<file path="src/rtl/gate_tester_pkg.sv">
// Shared encodings for the gate tester: gate-under-test op codes and FSM states.
package gate_tester_pkg;

    localparam logic [1:0] OP_AND  = 2'b00;
    localparam logic [1:0] OP_OR   = 2'b01;
    localparam logic [1:0] OP_XOR  = 2'b10;
    localparam logic [1:0] OP_NAND = 2'b11;

    localparam logic [1:0] ST_IDLE   = 2'b00;
    localparam logic [1:0] ST_DRIVE  = 2'b01;
    localparam logic [1:0] ST_SAMPLE = 2'b10;
    localparam logic [1:0] ST_DONE   = 2'b11;

    localparam int unsigned NUM_VEC = 4;

endpackage

</file>
<file path="src/rtl/gate_tester_ref.sv">
// Golden model of the gate under test: expected output for the latched op.
module gate_ref
    import gate_tester_pkg::*;
(
    input  logic [1:0] op,
    input  logic       a,
    input  logic       b,
    output logic       y_exp
);

    always_comb begin
        y_exp = 1'b0;
        case (op)
            OP_AND:  y_exp = a & b;
            OP_OR:   y_exp = a | b;
            OP_XOR:  y_exp = a ^ b;
            OP_NAND: y_exp = ~(a & b);
            default: y_exp = 1'b0;
        endcase
    end

endmodule

</file>
<file path="src/rtl/gate_tester.sv">
// Walks a 2-input gate through all four input vectors, lets each settle for
// SETTLE_CYCLES, samples y and accumulates a per-vector mismatch report.
module gate_tester
    import gate_tester_pkg::*;
#(
    parameter int unsigned SETTLE_CYCLES = 2
) (
    input  logic       clk,
    input  logic       rst,
    input  logic       start,
    input  logic [1:0] op,
    output logic       a,
    output logic       b,
    input  logic       y,
    output logic       busy,
    output logic       done,
    output logic       pass,
    output logic [2:0] err_cnt,
    output logic [3:0] fail_mask
);

    localparam logic [3:0] SETTLE_LAST = 4'(SETTLE_CYCLES - 1);

    logic [1:0] state_q, state_d;
    logic [1:0] op_q, op_d;
    logic [1:0] idx_q, idx_d;
    logic [3:0] cnt_q, cnt_d;
    logic       busy_q, busy_d;
    logic       done_q, done_d;
    logic       pass_q, pass_d;
    logic [2:0] err_q, err_d;
    logic [3:0] mask_q, mask_d;

    logic       y_exp;
    logic       mism;
    logic [2:0] err_nxt;

    gate_ref u_ref (
        .op    (op_q),
        .a     (idx_q[1]),
        .b     (idx_q[0]),
        .y_exp (y_exp)
    );

    assign mism    = (y != y_exp);
    // Saturate at four so a stray extra sample can never wrap the count.
    assign err_nxt = (mism && err_q != 3'd4) ? err_q + 3'd1 : err_q;

    always_comb begin
        state_d = state_q;
        op_d    = op_q;
        idx_d   = idx_q;
        cnt_d   = cnt_q;
        busy_d  = busy_q;
        done_d  = done_q;
        pass_d  = pass_q;
        err_d   = err_q;
        mask_d  = mask_q;
        case (state_q)
            ST_IDLE, ST_DONE: begin
                if (start) begin
                    state_d = ST_DRIVE;
                    op_d    = op;
                    idx_d   = 2'd0;
                    cnt_d   = 4'd0;
                    busy_d  = 1'b1;
                    done_d  = 1'b0;
                    pass_d  = 1'b0;
                    err_d   = 3'd0;
                    mask_d  = 4'd0;
                end
            end
            ST_DRIVE: begin
                cnt_d = cnt_q + 4'd1;
                if (cnt_q == SETTLE_LAST) state_d = ST_SAMPLE;
            end
            ST_SAMPLE: begin
                err_d = err_nxt;
                if (mism) mask_d[idx_q] = 1'b1;
                // Index 3 drives a=b=1, which is left on the pins in DONE.
                if (idx_q == 2'd3) begin
                    state_d = ST_DONE;
                    busy_d  = 1'b0;
                    done_d  = 1'b1;
                    pass_d  = (err_nxt == 3'd0);
                end else begin
                    state_d = ST_DRIVE;
                    idx_d   = idx_q + 2'd1;
                    cnt_d   = 4'd0;
                end
            end
            default: state_d = ST_IDLE;
        endcase
    end

    always_ff @(posedge clk or posedge rst) begin
        if (rst) begin
            state_q <= ST_IDLE;
            op_q    <= OP_AND;
            idx_q   <= 2'd0;
            cnt_q   <= 4'd0;
            busy_q  <= 1'b0;
            done_q  <= 1'b0;
            pass_q  <= 1'b0;
            err_q   <= 3'd0;
            mask_q  <= 4'd0;
        end else begin
            state_q <= state_d;
            op_q    <= op_d;
            idx_q   <= idx_d;
            cnt_q   <= cnt_d;
            busy_q  <= busy_d;
            done_q  <= done_d;
            pass_q  <= pass_d;
            err_q   <= err_d;
            mask_q  <= mask_d;
        end
    end

    assign a         = idx_q[1];
    assign b         = idx_q[0];
    assign busy      = busy_q;
    assign done      = done_q;
    assign pass      = pass_q;
    assign err_cnt   = err_q;
    assign fail_mask = mask_q;

endmodule
</file>
<file path="config.mk">
export PLATFORM = sky130hd
export DESIGN_NAME = gate_tester
export DESIGN_NICKNAME = d
export VERILOG_FILES = /design/src/rtl/gate_tester_pkg.sv /design/src/rtl/gate_tester_ref.sv /design/src/rtl/gate_tester.sv
export SDC_FILE = /design/constraint.sdc
export NUM_CORES = 1
export LEC_CHECK = 0
export ABC_AREA = 0
export CORE_UTILIZATION = 40
export DETAILED_ROUTE_END_ITERATION = 10
export DONT_BUFFER_PORTS = 1
export PLACE_DENSITY = 0.65
export SYNTH_ARGS = -nofsm -noshare
export SYNTH_HDL_FRONTEND = slang
export SYNTH_SLANG_ARGS = --single-unit
</file>
<file path="constraint.sdc">
create_clock -name clk -period 2.2 [get_ports clk]
set_input_delay 0.33 -clock clk [delete_from_list [all_inputs] [get_ports clk]]
set_output_delay 0.33 -clock clk [all_outputs]
set_load 0.03 [all_outputs]
</file>
**After elaboration in Yosys (flattened, before gate mapping)**

Cells that the tools add are included.

- Flip-flop bits (word level): 20
- Input bits: 6
- Output and inout port bits: 12

- Bitwise gates (word level): 5
- Mux-type cells: 26
- $add $sub $neg: 3
- Equality and inequality tests: 15
- Reduce and logical (&&, ||, !) cells: 14
- $lt $le $gt $ge: 2

Operators with widths:

| cell | count |
|---|---|
| 4-bit two-way mux | 3 |
| 4-bit case mux with 3 select lines | 1 |
| 2-bit == test, second input constant | 5 |
| 2-bit two-way mux | 5 |
| 2-bit inequality test, second input constant | 5 |
| 3-bit AND reduction | 3 |
| 4-bit case mux with 2 select lines | 1 |
| 2-bit AND reduction | 4 |
| 1-bit two-way mux | 6 |
| 3-bit two-way mux | 2 |
| 1-bit case mux with 2 select lines | 3 |
| 2-bit case mux with 3 select lines | 1 |
| 3-bit case mux with 2 select lines | 1 |
| 4-bit by 1-bit adder with 4-bit output, second input constant | 1 |
| 2-bit by 1-bit == test with 1-bit output, second input constant | 2 |
| 4-bit by 1-bit == test with 1-bit output, second input constant | 1 |
| 2-bit logical NOT | 2 |
| 4-bit OR | 1 |
| 1-bit case mux with 4 select lines | 1 |
| 2-bit case mux with 2 select lines | 1 |
| 3-bit by 1-bit adder with 3-bit output, second input constant | 1 |
| 3-bit logical NOT | 1 |
| 2-bit by 3-bit less-than comparator with 1-bit output, second input constant | 1 |
| 3-bit inequality test, second input constant | 1 |
| other kinds (11) | 12 |

**Depth between registers and ports, before layout**

- Depth after elaboration: 9
- Mapped depth: 7
- Gate-level depth less buffers: 7

**By module**

A second synthesis with hierarchy kept.

- Cell total of the unflattened synthesis: 134
- Area total of the unflattened synthesis: 1226.2 um2

By module, submodules not included:

| module | seq. area each (um2) | area an instance (um2) | cells an instance | instances |
|---|---|---|---|---|
| gate_tester | 500.5 | 1162.4 | 124 | 1 |
| gate_ref | 0.0 | 63.8 | 10 | 1 |

**Worst setup path after synthesis**

Ideal clock, no wire load.

- Path type: reg-to-reg
- Start: register idx_q[1]
- End: register mask_q[0], in the netlist fail_mask[0]
- Buffers on the path: 0
- Stages on the path, launching flop included: 7
- Path slack: 0.108 ns
- Setup time: 0.122 ns
- Period minus slack after synthesis: 2.092 ns
- Arrival: 1.970 ns
- Required time: 2.078 ns
- Path through: dfrtp_1 -> ha_1 -> nand2b_1 -> and3_1 -> o31a_1 -> or2_1 -> a32o_1

- Longest elaborated chain between the ends: 7
- Elaborated cells between the ends (all ways): 16
- Classes of those cells: order compare (2); eq/ne (2); mux (5); bitwise (5); reduce/logical (2)

RTL lines:

| item | RTL line | source |
|---|---|---|
| from (decl) | gate_tester.sv:26 | `logic [1:0] idx_q, idx_d;` |
| from (signal assigned) | gate_tester.sv:110 | `idx_q <= idx_d;` |
| 2-bit by 3-bit less-than comparator with 1-bit output (implied by the code) or 2-bit by 1-bit greater-or-equal comparator with 1-bit output (tied branches) | gate_tester.sv:79 | `if (mism) mask_d[idx_q] = 1'b1;` |
| 1-bit logical AND (implied by the code) | gate_tester.sv:79 |  |
| 1-bit two-way mux (implied by the code) | gate_tester.sv:79 |  |
| 1-bit demux with 2-bit select | gate_tester.sv:79 |  |
| 4-bit OR (no source line) | -- |  |
| 4-bit two-way mux | gate_tester.sv:79 |  |
| 4-bit case mux with 2 select lines | gate_tester.sv:59 | `case (state_q)` |
| to (signal assigned) | gate_tester.sv:116 | `mask_q <= mask_d;` |
| to (decl) | gate_tester.sv:32 | `logic [3:0] mask_q, mask_d;` |

Parallel ways exist; a longest one is shown, timed or not. The select of a mux whose other input is x is not followed.
A chain may end at the register's enable or synchronous reset.

**Final worst setup path**

- Start: register idx_q[1]
- End: register pass_q, in the netlist pass

- Longest elaborated chain between the ends: 9
- Elaborated cells between the ends (all ways): 14
- Classes of those cells: eq/ne (3); mux (4); bitwise (4); reduce/logical (3)

RTL lines:

| item | RTL line | source |
|---|---|---|
| 1-bit AND | gate_tester_ref.sv:14, gate_tester_ref.sv:17 |  |
| 1-bit NOT | gate_tester_ref.sv:17 | `OP_NAND: y_exp = ~(a & b);` |
| 1-bit case mux with 4 select lines | gate_tester_ref.sv:13 | `case (op)` |
| 1-bit inequality test | gate_tester.sv:45 | `assign mism = (y != y_exp);` |
| 1-bit logical AND | gate_tester.sv:47 | `assign err_nxt = (mism && err_q != 3'd4) ? err_q + 3'd1 : err_q;` |
| 3-bit two-way mux | gate_tester.sv:47 |  |
| 3-bit logical NOT | gate_tester.sv:85 | `pass_d = (err_nxt == 3'd0);` |
| 1-bit two-way mux | gate_tester.sv:81 | `if (idx_q == 2'd3) begin` |
| 1-bit case mux with 2 select lines | gate_tester.sv:59 |  |
| to (signal assigned) | gate_tester.sv:114 | `pass_q <= pass_d;` |
| to (decl) | gate_tester.sv:30 | `logic pass_q, pass_d;` |

Parallel ways exist; a longest one is shown, timed or not. The select of a mux whose other input is x is not followed.

==> reports/summary.txt <==
================================================================================
DIE AREA ..........................................................     3200 um2
Effective utilization at floorplan ................................        42.8%
First-pass GRT wire length ........................................      3800 um
Detailed-placement wirelength estimate ............................      1720 um
Final worst path period need ......................................      2.04 ns
Routability congestion estimate from global placement .............        0.808
Maximum root-to-sink buffer count .................................            2
Synthesized area ..................................................     1190 um2
Power Dens Cells ..................................................  1220 nW/um2
Yosys warning count ...............................................            0
Clock tree from TritonCTS .........................................          yes
Layout Nets .......................................................          147
Clock sink count ..................................................           20
RSZ-0062 raised after global routing ..............................        false
Number of routed nets with antenna violations .....................            0
Worst IR Drop VDD .................................................     0.649 mV
Prevailing post-synth register cell ...............................      dfrtp_1
Final number of max-transition violations .........................            0
Area growth syn-to-layout .........................................        9.25%
Vias post-DR ......................................................          901
Result of the run .................................................    completed
Share of layout cells above drive strength 1 ......................        10.1%
Routed wire length ................................................      2220 um
Floorplan row count ...............................................           19
Most common cell in the synthesized netlist .......................      dfrtp_1
Buffer cell driving the clock tree root ...........................     clkbuf_4
Number of buffers added by the clock tree synthesis step ..........            3
Number of remaining DRC errors ....................................            0
Cell type with the largest total area after synthesis .............      dfrtp_1
Utilization after layout ..........................................        46.7%
Share of the clock period used by the worst path after layout .....        92.5%
Count of input and output buffers .................................            0
Hold violation count in the final report ..........................            0
Number of antenna violations at the first check in global routing .            0
Met2 routing resource usage after global routing ..................        26.1%
Critical Path End Type ............................................         flop
Core area .........................................................     2780 um2
Via-to-Cell Ratio .................................................         5.63
Summed negative setup slack over all endpoints ....................         0 ns
Fillers ...........................................................          258
Static leakage ....................................................  0.000603 uW
CTS H-Tree Depth ..................................................            1
CP Class .......................................................... flop to flop
Post-Syn Nets .....................................................          141
Met3 demand-to-capacity share in global routing ...................        3.46%
FFs w/ async S/R, synth ...........................................         100%
Post-Layout Cell Count ............................................          160
Register-to-register path setup slack .............................      0.16 ns
Post-synth EDFFs ..................................................            0
Layout Skew .......................................................  0.000629 ns
Clk_lat worst skew ................................................      0.30 ns
Rel. slew slack ...................................................        47.3%
Met1 demand-to-capacity share in global routing ...................        18.8%
Die outline height ................................................      56.5 um
Sum of overflow across all layers after global routing ............            0
Synth Area per Inst ...............................................     9.60 um2
Highest Clock Rate ................................................      491 MHz
Crit path DAT .....................................................      2.24 ns
Fraction of post-synthesis cell area in the top cell type by area .        42.1%
Top cells by area in the synthesized netlist ...................... dfrtp_1, ha_1, nand2_1
Layer carrying the most global-route usage ........................         met2
Worst Path Required ...............................................      2.41 ns
TritonRoute pass-1 iters ..........................................            4
Cts hold-fix bufs .................................................            0
Post-synth cell types .............................................           34
Synth Instances ...................................................          124
I/O pin count .....................................................           18
1st-iter DRT viols ................................................           12
Setup crit start kind .............................................         flop
Seq/Total Area, Yosys .............................................        42.1%
Kind of path behind the tightest hold check ....................... primary input to asynchronous set/reset pin
Setup Fix Bufs, Post-CTS ..........................................            0
Largest net degree at the start of global routing .................           21
Number of failing setup endpoints in the final timing report ......            0
CTS resizes .......................................................            0
Die Wd ............................................................      56.5 um
Seq cells post-synth ..............................................           20
Slew at the pin with the worst max-slew slack .....................     0.789 ns
Cell count after placement ........................................          156
Number of maximum-capacitance violations ..........................            0
Vias in the first global route ....................................          863
Ant. Diodes .......................................................            0
Post-detailed-route wirelength per cell ...........................      13.8 um
Clock-pin transition on the worst setup and hold timing paths .....      0.12 ns
Commonest cells in the netlist .................................... dfrtp_1, nand2_1, ha_1
CP max FO .........................................................            7
PnR Total Power ...................................................      1590 uW
GRT Resource Usage Total ..........................................        15.3%
================================================================================
[cell families (layout without fill, tap and decap cells)]
group,Yosys count,count (layout),synth area share [%]
AND/OR/NAND/NOR,43,43,17.6
adder cells (fa/ha/maj),11,11,11.6
flip-flops,20,20,42.1
multiplexers,5,5,4.52
buffers and inverters,11,16,3.47
AO/OA/AOI/OAI,34,34,20.8
[layer usage]
metal  wire length [um]  part of all wire, %
met4                 15                 0.68
met2               1120                   51
met3                 59                  2.7
met1               1020                   46
met5                  0                    0
[cells in the final DEF (no fill, tap or decap), types with 3 or more instances in the layout]
cell / netlist / final
nand3_1: 3 / 3
clkbuf_4: 0 / 3
a32o_1: 4 / 4
nor2_1: 6 / 6
mux2_2: 3 / 3
dfrtp_1: 20 / 20
buf_4: 0 / 4
nand2_1: 19 / 19
o21ai_0: 5 / 5
inv_1: 8 / 8
o211ai_1: 4 / 4
a22o_1: 4 / 4
nand2b_1: 3 / 3
a21oi_1: 6 / 6
ha_1: 11 / 11
[worst max-delay path, stage by stage, from the launching register on]
cell and delay, ns:
dfrtp_1 0.42, ha_1 0.26, nand2b_1 0.15, and3_1 0.19, o31a_1 0.33, or2_1 0.32
o311ai_1 0.28
[where the power goes]
part	switching, uW	leakage [uW]	internal, uW
Sequential	121	0.000264	456
Clock	116	0.0000279	184
Combinational	427	0.000311	285
[worst paths after layout]
path                       cells after the start                   end                 start
min in group clk                               1   op_q[1]$_DFFE_PP0P_                 op[1]
max in group asynchronous                      1  cnt_q[3]$_DFFE_PP0P_                   rst
setup reg to reg                               6      pass$_DFFE_PP0P_  idx_q[1]$_DFFE_PP0P_
hold reg to reg                                1  cnt_q[3]$_DFFE_PP0P_  cnt_q[3]$_DFFE_PP0P_
hold / removal                                 1   op_q[1]$_DFFE_PP0P_                   rst
setup / recovery                               6      pass$_DFFE_PP0P_  idx_q[1]$_DFFE_PP0P_
[area by class of cell]
| cell class | instances | area (um2) | area share, % |
|---|---|---|---|
| inverters | 8 | 30.0 | 2.31 |
| clock buffers | 3 | 22.5 | 1.73 |
| repair buffers | 4 | 30.0 | 2.31 |
| clock inverters | 1 | 30.0 | 2.31 |
| well taps | 31 | 38.8 | 2.98 |
| multi-input cells | 93 | 648 | 49.9 |
| flip-flops and latches | 20 | 500 | 38.5 |
[through the flow]
| stage | hold WS (ns) | worst slack [ns] | cell area (um2) |
|---|---|---|---|
| after floorplan | 0.294 | 0.108 | 1190 |
| after global placement | 0.401 | 0.234 | 1250 |
| after detailed placement | 0.406 | 0.191 | 1250 |
| after CTS | 0.0642 | 0.163 | 1300 |
| after global routing | 0.0887 | 0.0414 | 1300 |
| final | 0.0530 | 0.164 | 1300 |
[flip-flops by register name, indices dropped and copies added, names as in the netlist]
name       count
cnt_q          4
busy           1
idx_q          2
err_cnt        3
fail_mask      4
state_q        2
op_q           2
pass           1
done           1
No activity file was read; power rests on OpenSTA's default activity.
